**src/rtl/alu_operand_stage_pkg.sv**
```systemverilog
// Shared definitions for the ALU and its operand stage: ALU opcodes,
// R-type function codes and the skid-buffer state encoding.
package alu_operand_stage_pkg;

  localparam logic [3:0] ALU_ADD      = 4'h0;
  localparam logic [3:0] ALU_SUB      = 4'h1;
  localparam logic [3:0] ALU_AND      = 4'h3;
  localparam logic [3:0] ALU_OR       = 4'h4;
  localparam logic [3:0] ALU_XOR      = 4'h5;
  localparam logic [3:0] ALU_NOR      = 4'h6;
  localparam logic [3:0] ALU_SLTU     = 4'h7;
  localparam logic [3:0] ALU_SLT      = 4'h8;
  localparam logic [3:0] ALU_SLL      = 4'h9;
  localparam logic [3:0] ALU_SRL      = 4'hA;
  localparam logic [3:0] ALU_SRA      = 4'hB;
  localparam logic [3:0] ALU_ACCU_SUM = 4'hC;
  localparam logic [3:0] ALU_INVALID  = 4'hF;

  localparam logic [5:0] FUNCT_SLL  = 6'h00;
  localparam logic [5:0] FUNCT_SRL  = 6'h02;
  localparam logic [5:0] FUNCT_SRA  = 6'h03;
  localparam logic [5:0] FUNCT_ADD  = 6'h20;
  localparam logic [5:0] FUNCT_SUB  = 6'h22;
  localparam logic [5:0] FUNCT_AND  = 6'h24;
  localparam logic [5:0] FUNCT_OR   = 6'h25;
  localparam logic [5:0] FUNCT_XOR  = 6'h26;
  localparam logic [5:0] FUNCT_NOR  = 6'h27;
  localparam logic [5:0] FUNCT_SLT  = 6'h2A;
  localparam logic [5:0] FUNCT_SLTU = 6'h2B;

  // state    | meaning
  // ST_EMPTY | no entry held, out_valid low
  // ST_ONE   | head entry valid, second slot free
  // ST_FULL  | both slots occupied, in_ready low
  typedef enum logic [1:0] {
    ST_EMPTY = 2'd0,
    ST_ONE   = 2'd1,
    ST_FULL  = 2'd2
  } skid_state_t;

endpackage

```
**src/rtl/alu_operand_stage_funct.sv**
```systemverilog
// Combinational R-type funct to ALU opcode map, with a flag marking the
// immediate-shift functions whose first operand is the shift amount.
module alu_funct_decode
  import alu_operand_stage_pkg::*;
(
  input  logic [5:0] funct,
  output logic [3:0] alu_op,
  output logic       shift_sel
);

  // Table lookup; anything unrecognised maps to the invalid opcode.
  always_comb begin
    alu_op    = ALU_INVALID;
    shift_sel = 1'b0;
    case (funct)
      FUNCT_ADD:  alu_op = ALU_ADD;
      FUNCT_SUB:  alu_op = ALU_SUB;
      FUNCT_AND:  alu_op = ALU_AND;
      FUNCT_OR:   alu_op = ALU_OR;
      FUNCT_XOR:  alu_op = ALU_XOR;
      FUNCT_NOR:  alu_op = ALU_NOR;
      FUNCT_SLTU: alu_op = ALU_SLTU;
      FUNCT_SLT:  alu_op = ALU_SLT;
      FUNCT_SLL:  begin alu_op = ALU_SLL; shift_sel = 1'b1; end
      FUNCT_SRL:  begin alu_op = ALU_SRL; shift_sel = 1'b1; end
      FUNCT_SRA:  begin alu_op = ALU_SRA; shift_sel = 1'b1; end
      default:    alu_op = ALU_INVALID;
    endcase
  end

endmodule

```
**src/rtl/alu_operand_stage.sv**
```systemverilog
// Operand stage between decode and the ALU: a two-entry skid buffer that
// captures register operands, keeps them fresh from the writeback bypass
// while they wait, and presents the decoded ALU command from the head entry.
module alu_operand_stage
  import alu_operand_stage_pkg::*;
#(
  parameter int DATA_WIDTH = 32,
  parameter int REG_AW     = 5
) (
  input  logic                  clk,
  input  logic                  rst,
  input  logic                  in_valid,
  output logic                  in_ready,
  input  logic [5:0]            in_funct,
  input  logic [4:0]            in_shamt,
  input  logic [REG_AW-1:0]     in_rs_addr,
  input  logic [REG_AW-1:0]     in_rt_addr,
  input  logic [REG_AW-1:0]     in_rd_addr,
  input  logic [DATA_WIDTH-1:0] in_rs_data,
  input  logic [DATA_WIDTH-1:0] in_rt_data,
  input  logic                  fwd_valid,
  input  logic [REG_AW-1:0]     fwd_addr,
  input  logic [DATA_WIDTH-1:0] fwd_data,
  output logic                  out_valid,
  input  logic                  out_ready,
  output logic [3:0]            ALUOp,
  output logic                  sel,
  output logic [DATA_WIDTH-1:0] in1,
  output logic [DATA_WIDTH-1:0] in2,
  output logic [DATA_WIDTH-1:0] in3,
  output logic [DATA_WIDTH-1:0] in4,
  output logic [REG_AW-1:0]     dst_addr
);

  skid_state_t state;

  logic [5:0]            funct_q   [2];
  logic [4:0]            shamt_q   [2];
  logic [REG_AW-1:0]     rs_addr_q [2];
  logic [REG_AW-1:0]     rt_addr_q [2];
  logic [REG_AW-1:0]     rd_addr_q [2];
  logic [DATA_WIDTH-1:0] rs_data_q [2];
  logic [DATA_WIDTH-1:0] rt_data_q [2];

  logic       accept;
  logic       issue;
  logic       wr_slot;
  logic       shift_head;
  logic [3:0] head_op;
  logic       head_shift;

  assign accept     = in_valid && in_ready;
  assign issue      = out_valid && out_ready;
  // Slot 1 is only written when the head stays put this cycle.
  assign wr_slot    = (state == ST_ONE) && !issue;
  assign shift_head = (state == ST_FULL) && issue;

  // Register 0 reads as zero; otherwise a matching writeback wins.
  function automatic logic [DATA_WIDTH-1:0] fwd_pick(
    input logic [REG_AW-1:0]     addr,
    input logic [DATA_WIDTH-1:0] dflt
  );
    if (addr == '0)
      fwd_pick = '0;
    else if (fwd_valid && (fwd_addr == addr))
      fwd_pick = fwd_data;
    else
      fwd_pick = dflt;
  endfunction

  // Occupancy FSM with registered handshake outputs.
  always_ff @(posedge clk or posedge rst) begin
    if (rst) begin
      state     <= ST_EMPTY;
      in_ready  <= 1'b1;
      out_valid <= 1'b0;
    end else begin
      case (state)
        ST_EMPTY: begin
          if (accept) begin
            state     <= ST_ONE;
            out_valid <= 1'b1;
          end
        end
        ST_ONE: begin
          if (accept && !issue) begin
            state    <= ST_FULL;
            in_ready <= 1'b0;
          end else if (issue && !accept) begin
            state     <= ST_EMPTY;
            out_valid <= 1'b0;
          end
        end
        ST_FULL: begin
          if (issue) begin
            state    <= ST_ONE;
            in_ready <= 1'b1;
          end
        end
        default: begin
          state     <= ST_EMPTY;
          in_ready  <= 1'b1;
          out_valid <= 1'b0;
        end
      endcase
    end
  end

  // Entry storage: bypass refresh, then head advance, then capture (last write wins).
  always_ff @(posedge clk or posedge rst) begin
    if (rst) begin
      for (int i = 0; i < 2; i++) begin
        funct_q[i]   <= '0;
        shamt_q[i]   <= '0;
        rs_addr_q[i] <= '0;
        rt_addr_q[i] <= '0;
        rd_addr_q[i] <= '0;
        rs_data_q[i] <= '0;
        rt_data_q[i] <= '0;
      end
    end else begin
      for (int i = 0; i < 2; i++) begin
        rs_data_q[i] <= fwd_pick(rs_addr_q[i], rs_data_q[i]);
        rt_data_q[i] <= fwd_pick(rt_addr_q[i], rt_data_q[i]);
      end
      if (shift_head) begin
        funct_q[0]   <= funct_q[1];
        shamt_q[0]   <= shamt_q[1];
        rs_addr_q[0] <= rs_addr_q[1];
        rt_addr_q[0] <= rt_addr_q[1];
        rd_addr_q[0] <= rd_addr_q[1];
        rs_data_q[0] <= fwd_pick(rs_addr_q[1], rs_data_q[1]);
        rt_data_q[0] <= fwd_pick(rt_addr_q[1], rt_data_q[1]);
      end
      if (accept) begin
        funct_q[wr_slot]   <= in_funct;
        shamt_q[wr_slot]   <= in_shamt;
        rs_addr_q[wr_slot] <= in_rs_addr;
        rt_addr_q[wr_slot] <= in_rt_addr;
        rd_addr_q[wr_slot] <= in_rd_addr;
        rs_data_q[wr_slot] <= fwd_pick(in_rs_addr, in_rs_data);
        rt_data_q[wr_slot] <= fwd_pick(in_rt_addr, in_rt_data);
      end
    end
  end

  alu_funct_decode u_decode (
    .funct     (funct_q[0]),
    .alu_op    (head_op),
    .shift_sel (head_shift)
  );

  assign ALUOp    = out_valid ? head_op : 4'h0;
  assign in1      = head_shift ? {{(DATA_WIDTH-5){1'b0}}, shamt_q[0]} : rs_data_q[0];
  assign in2      = rt_data_q[0];
  assign in3      = '0;
  assign in4      = '0;
  assign sel      = 1'b0;
  assign dst_addr = rd_addr_q[0];

endmodule
```
**config.mk**
```make
export PLATFORM = sky130hd
export DESIGN_NAME = alu_operand_stage
export DESIGN_NICKNAME = d
export VERILOG_FILES = /design/src/rtl/alu_operand_stage_pkg.sv /design/src/rtl/alu_operand_stage_funct.sv /design/src/rtl/alu_operand_stage.sv
export SDC_FILE = /design/constraint.sdc
export NUM_CORES = 1
export LEC_CHECK = 0
export BUFFER_PORTS_ARGS = -buffer_cell sky130_fd_sc_hd__buf_2
export CORE_UTILIZATION = 54
export CTS_BUF_LIST = sky130_fd_sc_hd__clkbuf_4 sky130_fd_sc_hd__clkbuf_8 sky130_fd_sc_hd__clkbuf_16
export CTS_CLUSTER_SIZE = 28
export DETAILED_ROUTE_END_ITERATION = 8
export PLACE_DENSITY = 0.75
export SLEW_MARGIN = 20
export SYNTH_ARGS = -nofsm -noshare
export SYNTH_HDL_FRONTEND = slang
export SYNTH_SLANG_ARGS = --single-unit
```
**constraint.sdc**
```tcl
create_clock -name clk -period 8.75 [get_ports clk]
set_clock_uncertainty 0.1 [all_clocks]
set_input_delay 2.1875 -clock clk [delete_from_list [all_inputs] [get_ports clk]]
set_output_delay 2.1875 -clock clk [all_outputs]
set_load 0.05 [all_outputs]
```
* Word-level counts from Yosys, hierarchy flattened
Cells that the tools add are included.
Storage, ports and cells: register bits after elaboration 184, bits of input ports 132, output and inout bits 140
Operators by class: magnitude comparators 2, eq/ne operators 24, muxes and demuxes 57, bitwise logic cells 3, reductions and logical operators 27
Operators with widths (count):
- two-way mux 32 bit | 18
- bitwise mux 64 bit | 2
- two-way mux 64 bit | 2
- equality test 6 bit, second input constant | 8
- case mux 4 bit (11 select lines) | 1
- bitwise mux 10 bit | 4
- two-way mux 10 bit | 4
- demux 32 bit (select 1 bit) | 1
- equality test 5 bit | 6
- zero test 5 bit | 6
- two-way mux 5 bit | 5
- logical AND 1 bit | 13
- bitwise mux 12 bit | 1
- equality test 6 x 2 -> 1 bit, second input constant | 2
- two-way mux 12 bit | 1
- two-way mux 6 bit | 2
- two-way mux 2 bit | 4
- demux 6 bit (select 1 bit) | 1
- zero test 6 bit | 1
- two-way mux 1 bit | 6
- != test 2 bit, second input constant | 3
- case mux 1 bit (3 select lines) | 2
- case mux 2 bit (3 select lines) | 1
- AND reduction 3 bit | 2
- 14 further kinds | 17

* Depth between registers and ports, before layout
Gate-level depths: netlist of run 1.
word-level depth 10, mapped depth 9, mapped depth without buffers 5

* Cells and area by module
Synthesis of run 1 repeated with hierarchy kept, for this count alone.
Second synthesis, totals: cell total of the unflattened synthesis 1384, area total of the unflattened synthesis 12390.6 sq um
Modules (own cells, without submodules):
- alu_operand_stage | instances 1, cells an instance 1358, area an instance 12200.5 sq um, seq. area each 4605.7 sq um
- alu_funct_decode | instances 1, cells an instance 26, area an instance 190.2 sq um, seq. area each 0.0 sq um

* Worst setup path before layout of run 1
OpenSTA, ideal clock, no wires.
path kind register to output, start point register funct_q[9] in the netlist's numbering, end point output port ALUOp[0], arrival 1.758 ns, data required time 6.463 ns, slack 4.704 ns, cell stages (with the launch flop) 7, path through dfrtp_1 clkbuf_1 nand2b_1 nor2_1 a21oi_1 o31ai_1 a21oi_1
Between the ends: cells in the longest elaborated chain, start to end 3, elaborated cells between the ends (all ways) 13
Ends and longest elaborated chain:
- start, declared | line alu_operand_stage.sv:37 | logic [5:0] funct_q [2];
- start signal, assigned by index | line alu_operand_stage.sv:136 | funct_q[wr_slot] <= in_funct;
- equality test 6 x 2 -> 1 bit (tied with other cells) | line alu_operand_stage_funct.sv:15 | case (funct)
- case mux 4 bit (11 select lines) (*) | line alu_operand_stage_funct.sv:15
- two-way mux 4 bit (*) | line alu_operand_stage.sv:153 | assign ALUOp = out_valid ? head_op : 4'h0;
- end, declared | line alu_operand_stage.sv:26 | output logic [3:0] ALUOp,
Mark *: on every way between the ends. The rest lies on a longest branch, timed or not.

* Final worst setup path of run 1
start point register funct_q[8] in the netlist's numbering, end point output port in1[2]
Between the ends: cells in the longest elaborated chain, start to end 4, elaborated cells between the ends (all ways) 6
Ends and longest elaborated chain:
- equality test 6 x 2 -> 1 bit / zero test 6 bit (equally long branches) | line alu_operand_stage_funct.sv:15
- OR reduction 3 bit (no line) (*)
- two-way mux 1 bit (*) | line alu_operand_stage_funct.sv:15
- two-way mux 32 bit (*) | line alu_operand_stage.sv:154 | assign in1 = head_shift ? {{(DATA_WIDTH-5){1'b0}}, shamt_q[0]} : rs_data_q[0];
- end, declared | line alu_operand_stage.sv:28 | output logic [DATA_WIDTH-1:0] in1,
Marked as above.

==> results of run 1 <==
## power by group through the flow
| stage | logic [mW] | registers (mW) | clock network (mW) |
|---|---|---|---|
| finish | 0.217 | 0.850 | 0.811 |
| global route | 0.233 | 0.849 | 0.856 |
| CTS | 0.215 | 0.850 | 0.817 |
| detailed placement | 0.214 | 0.866 | 0 |
| global placement | 0.212 | 0.866 | 0 |
| floorplan | 0.165 | 0.867 | 0 |
## worst paths after layout
check / startpoint / end / slack [ns]
min: flip-flop / flip-flop / 0.41
max reg2reg: in_ready / rt_data_q[31] / 5.42
max in group asynchronous: rst / rt_data_q[23] / 5.34
min reg2reg: flip-flop / flip-flop / 0.41
max: funct_q[8] / in1[2] / 3.96
min in group asynchronous: rst / rs_data_q[57] / 1.80
## cell type report
type	instances	share of cell area
Multi-Input combinational cell	888	0.504
Sequential cell	184	0.336
Timing Repair Buffer	222	0.0854
Clock buffer	17	0.0310
Tap cell	313	0.0285
Clock inverter	15	0.0130
Inverter	4	0.00164
Antenna cell	2	0.000365
## kinds of logic after synthesis
family / Yosys count
AOI/OAI and AO/OA: 377
xor gates and xnor gates: 31
buffers and inverters: 224
DFF: 184
muxes: 249
other: 1
and+or+nand+nor: 166
## cells in the final DEF (no fill, tap or decap), types with 4 or more instances in the layout
master	count
mux2_2	117
a221o_1	64
mux2_1	13
inv_8	4
nand3_1	66
a21oi_1	11
xor2_1	16
nand2_1	33
o21ai_0	97
a211oi_1	64
buf_4	15
o21ai_1	58
dfrtp_1	183
clkbuf_16	17
nor4_1	5
mux2i_1	90
buf_2	206
a211o_1	65
mux2_4	29
inv_6	6
and2_1	30
nor2_1	8
xnor2_1	15
or4_1	4
conb_1	65
## cell usage after synthesis, types with 34 or more instances
cell type	count
a211o_1	65
a211oi_1	64
a221o_1	64
buf_4	106
clkbuf_1	71
dfrtp_1	183
mux2_2	117
mux2i_1	90
nand2_1	34
nand3_1	67
o21ai_0	98
o21ai_1	60
## per-layer routing
metal,vias to the layer above,GRT usage
li1,4640,-
met1,5024,0.386
met2,508,0.462
met3,59,0.0572
met4,0,0.110
met5,-,0
## stage by stage
step	cell area (µm²)	setup WS (ns)	hold WS, ns	total power [mW]	std cells
finish	13700	3.96	0.407	1.88	1645
floorplan	12800	1.46	0.380	1.03	1296
detailed placement	13100	3.73	0.394	1.08	1610
global route	13700	3.85	0.428	1.94	1645
CTS	13700	3.94	0.412	1.88	1642
global placement	13100	3.80	0.388	1.08	1610
## worst max-delay path, cell delays in order (launching register included)
cell,delay (ns)
dfrtp_1,0.50
nor4_1,0.53
o21ai_4,0.39
mux2_2,0.40
buf_2,0.21
==> impl_metrics.csv, run 1 <==
group,metric,value,unit
outcome,status,"complete, no violations",
clock_network,cts_buffer_depth,2,
place,hpwlAfterDp,21.3,mm
synthesis,synth_top_area_share,0.364,
clock_network,clock-sinks,184,
synthesis,synth-simple-area-share,0.0682,
routing,wirelength,34.0,mm
sta,finalMaxSlewViolations,0,
clock_network,cts_setup_buffers,0,
grt,antenna_found_initial,2,
synthesis,synth_xor_area_frac,0.0216,
floorplanning,die_y,155,µm
clock_network,ctsHtreeMaxLevel,4,
synthesis,synthArstFlopShare,1.00,
clock_network,clk_pin_slew,0.07,ns
clock_network,cts_tree,"built",
synthesis,synth_top_cells_by_area,"dfrtp_1 36%, mux2_2 10%, mux2i_1 7.2%",
sta,max_freq,209,MHz
place,port_buffers,206,
finish,fill_cells,1915,
clock_network,cts_buffers,17,
synthesis,synth_compound_area_frac,0.210,
synthesis,ys.flop_type,"dfrtp_1",
synthesis,netlist_area,12600,µm²
power_and_ir_drop,seqPwrFrac,0.452,
floorplanning,core-area,22800,µm²
synthesis,yosys_warnings,0,
worst_setup_path,critPathKind,"reg2out",
sta,post-route-period-util,0.547,
power_and_ir_drop,power_density,137,nW/µm²
routing,dr.first_iter.drc_count,737,
clock_network,cts_hold_buffers,0,
power_and_ir_drop,switching_power,536,µW
synthesis,synth_top_family_by_area,"multiplexers",
worst_hold_path,worstHoldPathCells,1,
synthesis,avgSynthCellArea,10.2,µm²
power_and_ir_drop,p_leak,6.13,nW
routing,wl_met3,2.63,mm
worst_setup_path,worstPathRequired,6.46,ns
grt,grt_max_degree,130,
routing,drc_errors,0,
routing,avgViaCountPerCell,6.22,
power_and_ir_drop,p_sw_frac,0.285,
finish,multi_input_area,6920,µm²
floorplanning,die_x,155,µm
power_and_ir_drop,vdd_drop_max,0.000131,V
worst_setup_path,crit_path_start_kind,"flip-flop",
routing,post_drt_wl_per_cell,20.7,µm
power_and_ir_drop,clock_power_share,0.432,
floorplanning,num_rows,55,
synthesis,synth_top_area_cell,"dfrtp_1",
power_and_ir_drop,intPower,1.34,mW
synthesis,synth_edf_count,0,
finish,seq_area,4610,µm²
worst_setup_path,cp_max_fo,32,
synthesis,synthMuxAreaShare,0.222,
synthesis,synthAdderAreaFrac,0,
sta,finalHoldViolations,0,
clock_network,insertion_delay,0.45,ns
worst_setup_path,r2r_cells,6,
sta,slew_headroom,0.247,
floorplanning,io_pins,272,
synthesis,synth_cell_types,44,
worst_setup_path,worstPathArrival,2.50,ns
sta,tightestPinTransition,1.13,ns
floorplanning,die_area,23900,µm²
routing,antenna_left,0,
power_and_ir_drop,pwr-share-comb,0.116,
grt,globalRouteOverflowTotal,0,
clock_network,cts_root_buf,"clkbuf_16",
grt,grt_pass1_wl,54.2,mm
finish,synthToLayoutAreaGrowth,9.01,%
routing,vias,10200,
place,place.gp.congestion,0.850,
job,drv_cap,0,
routing,wl_met2,16.0,mm
sta,tns,0,ns
sta,fin_crit,4.79,ns
sta,setup_violations,0,
grt,grt_pass1_vias,9985,
finish,fin_util,0.602,
synthesis,seq_area_frac_synth,0.366,
worst_hold_path,hp-class,"reg2reg",
floorplanning,initial_utilization,0.553,
routing,top_layer,"met4",
routing,drt_pass1_iterations,5,
sta,rsz0062_at_grt,"false",
finish,layout-drive-gt1-share,0.314,
clock_network,cts_resized,0,
grt,grt_use_total,0.289,
synthesis,synth_cells,1232,
worst_setup_path,worstSetupEndpointType,"output pin",
finish,nets,1449,
synthesis,ys_ff_latch,184,
routing,wl_met1,14.6,mm
Power figures use the tool's default switching activity.
==> inputs of run 2 (changes only) <==
clock period = 4.8 ns   (was 8.75 ns; I/O delays follow)
==> run 2 against run 1 <==
Flip-flop and latch count is the same; die area stayed put; first-iteration DRC count increased by 40%; sequential share of layout area decreased by 0.27 points; global-route usage grew 0.51 points; final cell count rose by 0.49%; setup slack worse by 2.9 ns; combinational power grew 84%; wire length is 1.7% higher; non-clock buffer count increased by 10.
==> impl_metrics.csv, run 2 (synthesis results as in run 1) <==
group,metric,value,unit
floorplanning,die_area,23900,µm²
place,dpl.cell_count,1619,
sta,post-route-period-util,0.786,
clock_network,ctsHtreeMaxLevel,4,
clock_network,cts_buffer_depth,2,
floorplanning,die_y,155,µm
routing,drt_pass1_iterations,5,
finish,layout-drive-gt1-share,0.319,
routing,avgViaCountPerCell,6.22,
clock_network,cts_hold_buffers,0,
sta,setup_violations,0,
sta,max_freq,265,MHz
place,hpwlAfterDp,21.9,mm
job,drv_cap,0,
finish,antenna_cells,0,
clock_network,cts_buffers,17,
finish,synthToLayoutAreaGrowth,9.89,%
grt,grt_pass1_vias,10100,
floorplanning,initial_utilization,0.553,
place,port_buffers,206,
grt,antenna_found_initial,0,
clock_network,cts_tree,"built",
finish,final_cell_mix,"206 x buf_2, 183 x dfrtp_1, 117 x mux2_2, 97 x o21ai_0, 90 x mux2i_1",
floorplanning,num_rows,55,
routing,drc_errors,0,
worst_setup_path,worstPathRequired,3.50,ns
sta,tns,0,ns
sta,rsz0062_at_grt,"false",
finish,nets,1459,
clock_network,cts_root_buf,"clkbuf_16",
routing,vias,10300,
finish,layout.cells.non_filler,1653,
clock_network,cts_resized,0,
clock_network,clock-sinks,184,
grt,grt_max_degree,54,
grt,grt_use_total,0.294,
routing,post_drt_wl_per_cell,20.9,µm
worst_setup_path,crit_path_start_kind,"flip-flop",
finish,final_common_cell,"buf_2",
routing,wirelength,34.6,mm
place,place.gp.congestion,0.892,
sta,slew_headroom,0.287,
worst_setup_path,worstPathArrival,2.47,ns
routing,dr.first_iter.drc_count,1033,
finish,fin_util,0.607,
clock_network,insertion_delay,0.45,ns
grt,globalRouteOverflowTotal,0,
routing,antenna_left,0,
worst_setup_path,critPathKind,"reg2out",
worst_hold_path,hp-class,"reg2reg",
floorplanning,io_pins,272,
grt,grt_pass1_wl,55.1,mm
clock_network,clk_pin_slew,0.07,ns
clock_network,cts_setup_buffers,0,
worst_setup_path,cp_max_fo,32,
power_and_ir_drop,p_leak,6.18,nW
sta,finalHoldViolations,0,
outcome,status,"complete, no violations",
worst_setup_path,worstSetupEndpointType,"output pin",
power_and_ir_drop,power_density,246,nW/µm²
sta,finalMaxSlewViolations,0,
floorplanning,die_x,155,µm
sta,tightestPinTransition,1.07,ns
sta,fin_crit,3.77,ns
floorplanning,core-area,22800,µm²
power_and_ir_drop,vdd_drop_max,0.000240,V
run 2: final timing paths:
path / from / endpoint / slack (ns) / cells past startpoint
worst max-delay path: funct_q[6] / in1[2] / 1.03 / 4
worst min-delay path: flip-flop / flip-flop / 0.41 / 1
worst max register to register: flip-flop / in2[19] / 1.92 / 5
worst min register to register: flip-flop / flip-flop / 0.41 / 1
max in group asynchronous: rst / asynchronous set/reset pin / 2.97 / 3
min in group asynchronous: rst / rs_data_q[58] / 0.68 / 2
run 2: final cells by class:
cell class | count | area (µm²)
Fill cell | 1925 | 8950
Multi-Input combinational cell | 888 | 6920
Sequential cell | 184 | 4610
Timing Repair Buffer | 232 | 1300
Clock buffer | 18 | 439
Tap cell | 313 | 392
Clock inverter | 14 | 156
Inverter | 4 | 18.8
run 2: metrics by stage:
step           total power [mW]  hold slack [ns]  instance area (µm²)  setup slack (ns)
2_1_floorplan              1.88            0.380                12800              1.14
3_3_place_gp               1.97            0.388                13200              1.18
3_5_place_dp               1.97            0.396                13200              1.05
4_1_cts                    3.41            0.412                13800              1.00
5_1_grt                    3.51            0.436                13800             0.881
6_report                   3.40            0.409                13800              1.03
run 2: power by group:
part / switching [mW] / internal, mW
Clock: 0.700 / 0.754
Combinational: 0.287 / 0.112
Sequential: 0.0000000000667 / 1.55
run 2: critical path, cell delays in order, from the launching register on:
cell	delay, ns
dfrtp_1	0.47
inv_1	0.14
o21ai_4	0.77
mux2_2	0.43
buf_2	0.21
run 2: per-layer routing:
metal,vias up,GRT usage,part of all wire
met5,-,0,0
met3,53,0.0417,0.070
met2,474,0.483,0.48
met4,0,0.0985,0.019
li1,4651,-,-
met1,5101,0.398,0.43
